<file path="src/rtl/icache.sv">
// Direct-mapped, read-only instruction cache with one-word lines and a single blocking fill.
// Define ICACHE_PERF_EN to add the hit_count/miss_count performance counters.
module icache #(
    parameter int SETS  = 16,
    parameter int IDX_W = 4
) (
    input  logic        CLK,
    input  logic        nRST,
    input  logic        imemREN,
    input  logic [31:0] imemaddr,
    output logic        ihit,
    output logic [31:0] imemload,
    output logic        iREN,
    output logic [31:0] iaddr,
    input  logic        iwait,
    input  logic [31:0] iload
`ifdef ICACHE_PERF_EN
    ,
    output logic [31:0] hit_count,
    output logic [31:0] miss_count
`endif
);

    localparam int TAG_W = 32 - IDX_W - 2;

    typedef enum logic {
        IDLE = 1'b0,
        FILL = 1'b1
    } state_t;

    // Exposed for checkers to bind onto.
    state_t state;
    state_t next_state;

    logic [31:2]      fill_addr;
    logic [SETS-1:0]  valid;
    logic [TAG_W-1:0] tags [SETS];
    logic [31:0]      data [SETS];

    logic [IDX_W-1:0] idx;
    logic [TAG_W-1:0] tag;
    logic [IDX_W-1:0] fill_idx;
    logic [TAG_W-1:0] fill_tag;
    logic             line_hit;
    logic             start_fill;
    logic             fill_done;
    logic             unused_addr_bits;

    assign idx      = imemaddr[IDX_W+1:2];
    assign tag      = imemaddr[31:IDX_W+2];
    assign fill_idx = fill_addr[IDX_W+1:2];
    assign fill_tag = fill_addr[31:IDX_W+2];
    assign line_hit = valid[idx] && (tags[idx] == tag);
    assign unused_addr_bits = ^imemaddr[1:0];

    // Fill handshake: iREN is a pure decode of FILL and stays high until the
    // edge where iwait is low; that edge accepts iload and ends the fill.
    assign iREN     = (state == FILL);
    assign iaddr    = {fill_addr, 2'b00};
    assign imemload = data[idx];

    always_comb begin
        next_state = state;
        ihit       = 1'b0;
        start_fill = 1'b0;
        fill_done  = 1'b0;
        case (state)
            IDLE: begin
                if (imemREN) begin
                    if (line_hit) begin
                        ihit = 1'b1;
                    end else begin
                        start_fill = 1'b1;
                        next_state = FILL;
                    end
                end
            end
            FILL: begin
                if (!iwait) begin
                    fill_done  = 1'b1;
                    next_state = IDLE;
                end
            end
            default: next_state = IDLE;
        endcase
    end

    always_ff @(posedge CLK) begin
        if (!nRST) begin
            state     <= IDLE;
            valid     <= '0;
            fill_addr <= '0;
        end else begin
            state <= next_state;
            if (start_fill) begin
                fill_addr <= imemaddr[31:2];
            end
            if (fill_done) begin
                valid[fill_idx] <= 1'b1;
            end
        end
    end

    // Tag/data storage carries no reset; a reset edge must still block the write.
    always_ff @(posedge CLK) begin
        if (nRST && fill_done) begin
            tags[fill_idx] <= fill_tag;
            data[fill_idx] <= iload;
        end
    end

`ifdef ICACHE_PERF_EN
    always_ff @(posedge CLK) begin
        if (!nRST) begin
            hit_count  <= '0;
            miss_count <= '0;
        end else begin
            if (ihit) begin
                hit_count <= hit_count + 32'd1;
            end
            if (start_fill) begin
                miss_count <= miss_count + 32'd1;
            end
        end
    end
`endif

endmodule

</file>
<file path="config.mk">
export PLATFORM = sky130hd
export DESIGN_NAME = icache
export DESIGN_NICKNAME = d
export VERILOG_FILES = /design/src/rtl/icache.sv
export SDC_FILE = /design/constraint.sdc
export NUM_CORES = 1
export LEC_CHECK = 0
export CAP_MARGIN = 20
export CORE_ASPECT_RATIO = 1.4
export CORE_MARGIN = 2
export CORE_UTILIZATION = 35
export CTS_CLUSTER_SIZE = 12
export DETAILED_ROUTE_END_ITERATION = 10
export HOLD_SLACK_MARGIN = 0.15
export PLACE_DENSITY = 0.51
export REMOVE_ABC_BUFFERS = 1
export SYNTH_ARGS = -nofsm -noshare
export SYNTH_HDL_FRONTEND = slang
export SYNTH_SLANG_ARGS = --single-unit
</file>
<file path="constraint.sdc">
create_clock -name CLK -period 10.12 [get_ports CLK]
set_input_delay 2.024 -clock CLK [delete_from_list [all_inputs] [get_ports CLK]]
set_output_delay 2.024 -clock CLK [all_outputs]
set_load 0.01 [all_outputs]
</file>
---- Word level (Yosys, flattened, before mapping) ----
Memories as Yosys holds them, arrays and structs flattened.
Cells that the tools add are included.
word-level totals
  bits in registers ....................... 47
  memories ................................ 2
  output and inout port bits .............. 66
  word-level logic and storage cells ...... 30
  latch bits .............................. 0
  ROM bits ................................ 0
  RAM bits ................................ 928
memories
  name  words  width  read ports  clocked after memory_dff  write ports  line  source
  data  16     32     1           0                         1            38    logic [31:0] data [SETS];
  tags  16     26     1           0                         1            37    logic [TAG_W-1:0] tags [SETS];
operators by class
  bitwise operators ....................... 2
  multipliers ............................. 0
  equality and inequality tests ........... 1
  reduce and logical (&&, ||, !) cells .... 3
  $add $sub $neg .......................... 0
  magnitude comparators ................... 3
  mux-type cells .......................... 16
  div/mod/pow operators ................... 0
  shift-type cells ........................ 0
operators with widths
  operator                                                     number
  equality test 26 bit                                         1
  OR 16 bit                                                    1
  two-way mux 1 bit                                            13
  less-than comparator 4 x 5 -> 1 bit (second input constant)  2
  binary-select mux 1 bit (select 4 bit)                       1
  demux 1 bit (select 4 bit)                                   1
  >= comparator 4 x 1 -> 1 bit (second input constant)         1
  logical AND 1 bit                                            3
  one-hot mux 1 bit (2 select lines)                           1
  NOT 1 bit                                                    1

---- Depth between registers and ports, before layout ----
  depth after elaboration ................. 6
  gate-level depth with buffers ........... 16

---- Worst setup path after synthesis ----
Ideal clock, no wire load.
  kind .................................... input to register
  start ................................... in nRST
  end ..................................... mem data[0][0], enable pin
  setup time .............................. 0.548 ns
  slack ................................... 2.788 ns
  arrival ................................. 6.785 ns
  stages on the path ...................... 4
  buffers on the path ..................... 1
  data required time ...................... 9.572 ns
  path through ............................ clkbuf_1 > nand3b_1 > or3_1 > nor3_1
on the way
  cells in the longest elaborated chain, start to end .. 3
ends and longest elaborated chain
  what                                     line  source
  start: declaration                       8     input logic nRST,
  logical AND 1 bit                        106   if (nRST && fill_done) begin
  two-way mux 1 bit                        106
  two-way mux 1 bit (implied by the code)  108   data[fill_idx] <= iload;
  end: declaration                         38
No other way between the ends.

---- Worst setup path after layout ----
  start ................................... in imemaddr[2]
  end ..................................... out ihit
on the way
  cells in the longest elaborated chain, start to end .. 6
  elaborated cells between the ends (all ways) .. 8
  classes of those cells .................. eq/ne (1); mux (5); reduce/logical (1); memory (1)
ends and longest elaborated chain
  what                                                                                 line  source
  start: declaration                                                                   10    input logic [31:0] imemaddr,
  memory read (16 x 26 bit) or binary-select mux 1 bit (select 4 bit) (tied branches)  -
  equality test 26 bit or two-way mux 1 bit (tied branches)                            53    assign line_hit = valid[idx] && (tags[idx] == tag);
  logical AND 1 bit *                                                                  53
  two-way mux 1 bit *                                                                  70    if (line_hit) begin
  two-way mux 1 bit *                                                                  69    if (imemREN) begin
  two-way mux 1 bit *                                                                  67    case (state)
  end: declaration                                                                     11    output logic ihit,
Mark *: on every way between the ends. The rest lies on a longest branch, timed or not. The select of a mux whose other input is x is not followed.

==> flow_metrics.py <==
metrics = {
    "setup_path": {
        "startpoint_type": "input pin",
        "rr_worst_depth": 9,
        "worstSetupEndpointType": "output pin",
        "required_ns": 8.10,
        "critPathKind": "in -> out",
        "reg2reg_to": "fill_addr[30]$_SDFFE_PN0P_",
        "cp_max_fo": 51,
        "worstPathArrival_ns": 6.50,
        "rrSetupSlack_ns": 6.05,
        "r2r_start": "tags[6][7]$_DFFE_PP_",
    },
    "timing": {
        "holdWs_ns": 0.452,
        "period_share": 0.842,
        "finalMaxSlewViolations": 0,
        "worst_pin_slew_ns": 1.10,
        "setup_violations": 0,
        "min_period_ns": 8.52,
        "timing.fmax_ghz": 0.117,
        "rsz0062_at_grt": "false",
        "hold_violations": 0,
        "fin_setup_tns_ns": 0,
        "maxSlewHeadroom": 0.264,
        "skew_ns": 0.0224,
        "layout_setup_ws_ns": 1.60,
    },
    "clock_network": {
        "cts_resized": 0,
        "h-tree-depth": 3,
        "clock_sinks": 975,
        "clk_latency_ns": 0.68,
        "clk_pin_slew_ns": 0.06,
        "cts_hold_buf": 0,
        "cts_tree": "yes",
        "cts_setup_buffers": 0,
        "cts_buffers": 95,
        "clockBufferDepth": 3,
        "root_buffer": "clkbuf_16",
    },
    "grt": {
        "track_usage": 0.175,
        "grt_overflow": 0,
        "antenna_found_initial": 6,
        "grt_max_degree": 92,
        "grt_pass1_wl_um": 138000,
        "grt_pass1_vias": 19500,
    },
    "floorplanning": {
        "fp.dieW_um": 282,
        "dieArea_um2": 111000,
        "core-area_um2": 108000,
        "die_y_um": 394,
        "io_pins": 134,
        "start_util": 0.351,
        "num_rows": 143,
    },
    "synthesis": {
        "ys_types": 58,
        "ys_seq_area_frac": 0.758,
        "synth_seq_cells": 975,
        "ys_warn_count": 0,
        "syn_area_um2": 38000,
        "synth-edff-count": 928,
        "ys.flop_type": "edfxtp_1",
        "avgSynthCellArea_um2": 21.5,
        "synthArstFlopShare": 0,
        "synthCells": 1767,
    },
    "power": {
        "p_per_area_nw_per_um2": 188,
        "swShare": 0.216,
        "p_seq_frac": 0.550,
        "p_leak_nw": 13.7,
        "pwr-share-clk": 0.392,
        "power_switching_w": 0.00178,
        "finalPower_w": 0.00825,
        "intPower_w": 0.00647,
        "ir_drop_mv": 0.113,
        "pwr-share-comb": 0.058,
    },
    "placement": {
        "dp_hpwl_um": 49400,
        "port_buffers": 129,
        "dpl_worst_slack_ns": 1.62,
        "gp_congestion": 0.762,
        "dpl_cell_area_um2": 41000,
    },
    "cells_and_area": {
        "drive_gt1_frac": 0.225,
        "stdcell_area_um2": 43800,
        "fillers": 9594,
        "num_antenna_cells": 0,
        "areaGrowthSynthToFinish_pct": 15.3,
        "layout.nets": 1995,
    },
    "detailed_routing": {
        "viasPerCell": 5.41,
        "drc": 0,
        "ant_nets": 0,
        "first_pass_iters": 5,
        "routedWlPerCell_um": 28.1,
        "vias": 18600,
        "drt_iter0_markers": 1572,
        "totalWireLength_um": 96300,
    },
    "worst_hold_path": {
        "worstHoldStart": "valid[1]$_SDFFE_PN0P_",
        "hold_depth": 1,
        "hp-class": "reg -> reg",
        "hold_end": "valid[1]$_SDFFE_PN0P_",
    },
    "run_status": {
        "status": "finished, final reports clean",
    },
    "flow_run": {
        "maxCapViolations": 0,
    },
}
==> area by class of cell <==
class / instances / area, µm² / share of cell area
flip-flops and latches: 975 / 28800 / 0.658
multi-input cells: 674 / 8740 / 0.200
clock buffers: 133 / 2560 / 0.0585
well taps: 1450 / 1810 / 0.0414
repair buffers: 176 / 1670 / 0.0381
clock inverters: 18 / 161 / 0.00369
inverters: 5 / 21.3 / 0.000486
==> cells in the final DEF (no fill, tap or decap), types with 4 or more instances in the layout <==
cell,n
inv_1,4
o21ai_0,9
nor2_1,46
buf_4,47
dfxtp_1,47
xnor2_1,14
nand3_1,7
edfxtp_1,928
or3_1,5
a21oi_1,7
clkbuf_1,35
clkdlybuf4s50_1,124
a221oi_1,7
clkbuf_16,96
a21o_1,17
a41oi_1,30
clkinv_1,7
mux2i_1,44
nand2_1,46
o311ai_1,30
or2_2,4
nor2b_1,4
a22o_1,5
a22oi_1,12
nor3_2,4
nand4_1,35
o22ai_1,10
mux4_2,257
nor2_4,12
xor2_1,12
nand2b_1,8
nand3b_1,4
==> layer usage <==
| metal | GRT usage | up-vias | share of wire |
|---|---|---|---|
| li1 | - | 7817 | - |
| met1 | 0.222 | 10100 | 0.40 |
| met2 | 0.299 | 511 | 0.52 |
| met3 | 0.0314 | 171 | 0.054 |
| met4 | 0.0616 | 12 | 0.030 |
| met5 | 0 | - | 0.00077 |
==> worst max path at each step <==
stage                           start    to  depth (start not counted)
after floorplan           imemaddr[5]  ihit                          7
after global placement    imemaddr[2]  ihit                         11
after detailed placement  imemaddr[2]  ihit                         11
after CTS                 imemaddr[2]  ihit                         11
after global routing      imemaddr[2]  ihit                         11
final                     imemaddr[2]  ihit                         11
==> power groups by stage <==
stage / clock (W) / sequential, W / combinational [W]
2_1_floorplan: 0 / 0.00460 / 0.000212
3_3_place_gp: 0 / 0.00462 / 0.000478
3_5_place_dp: 0 / 0.00462 / 0.000485
4_1_cts: 0.00333 / 0.00454 / 0.000487
5_1_grt: 0.00346 / 0.00455 / 0.000511
6_report: 0.00324 / 0.00454 / 0.000475
==> sequential cells by signal, indices dropped and copies added, names as in the netlist <==
signal / cells
fill_addr: 30
data: 512
iREN: 1
tags: 416
valid: 16
==> per-stage QoR <==
| stage | cells | util |
|---|---|---|
| 2_1_floorplan | 1654 | - |
| 3_3_place_gp | 3279 | 0.380 |
| 3_5_place_dp | 3279 | 0.380 |
| 4_1_cts | 3430 | 0.405 |
| 5_1_grt | 3431 | 0.405 |
| 6_report | 3431 | 0.405 |
==> critical path, stage by stage <==
cell and delay (ns):
buf_8 0.41, buf_4 0.62, mux4_2 0.61, a22o_1 0.21, a221oi_1 0.38, xor2_1 0.30, nand4_1 0.12, nor4_1 0.16
nor4bb_1 0.58, and4bb_2 0.33, clkdlybuf4s50_1 0.54
==> cell usage after synthesis, types with 2 or more instances <==
| cell type | n | area (µm²) |
|---|---|---|
| inv_1 | 5 | 18.8 |
| nor4bb_1 | 2 | 20.0 |
| nor4_1 | 2 | 12.5 |
| nand3_1 | 7 | 35.0 |
| and2_1 | 2 | 12.5 |
| a21oi_1 | 7 | 35.0 |
| nand2b_1 | 8 | 50.1 |
| nand4_1 | 35 | 219 |
| o311ai_1 | 30 | 263 |
| nand3b_1 | 4 | 30.0 |
| dfxtp_1 | 47 | 941 |
| clkbuf_1 | 53 | 199 |
| buf_2 | 24 | 120 |
| a22oi_1 | 12 | 90.1 |
| o22ai_1 | 10 | 62.6 |
| or2_2 | 4 | 25.0 |
| nor2b_1 | 6 | 37.5 |
| mux2i_1 | 44 | 440 |
| a211oi_1 | 2 | 15.0 |
| a221oi_1 | 7 | 61.3 |
| buf_4 | 11 | 82.6 |
| and3_1 | 3 | 18.8 |
| nor2_1 | 58 | 218 |
| xor2_1 | 12 | 105 |
| a22o_1 | 5 | 43.8 |
| xnor2_1 | 14 | 123 |
| o31ai_1 | 2 | 15.0 |
| mux4_2 | 257 | 5790 |
| o211ai_1 | 3 | 22.5 |
| nand2_1 | 46 | 173 |
| edfxtp_1 | 928 | 27900 |
| a2111oi_0 | 2 | 17.5 |
| or3_1 | 5 | 31.3 |
| a21o_1 | 17 | 128 |
| o21ai_0 | 9 | 45.0 |
| nor3_1 | 7 | 35.0 |
| buf_1 | 21 | 78.8 |
| o221ai_1 | 3 | 26.3 |
| a41oi_1 | 30 | 263 |
| buf_6 | 5 | 56.3 |
==> cells by family after synthesis <==
kind of cell	count (synthesis)	synth area share
compound gates	148	0.0308
xor+xnor	26	0.00600
buf+inv	119	0.0146
flops	975	0.758
mux	302	0.164
other cells	1	0.0000987
simple gates	196	0.0257
(Power assumes the default switching activity.)
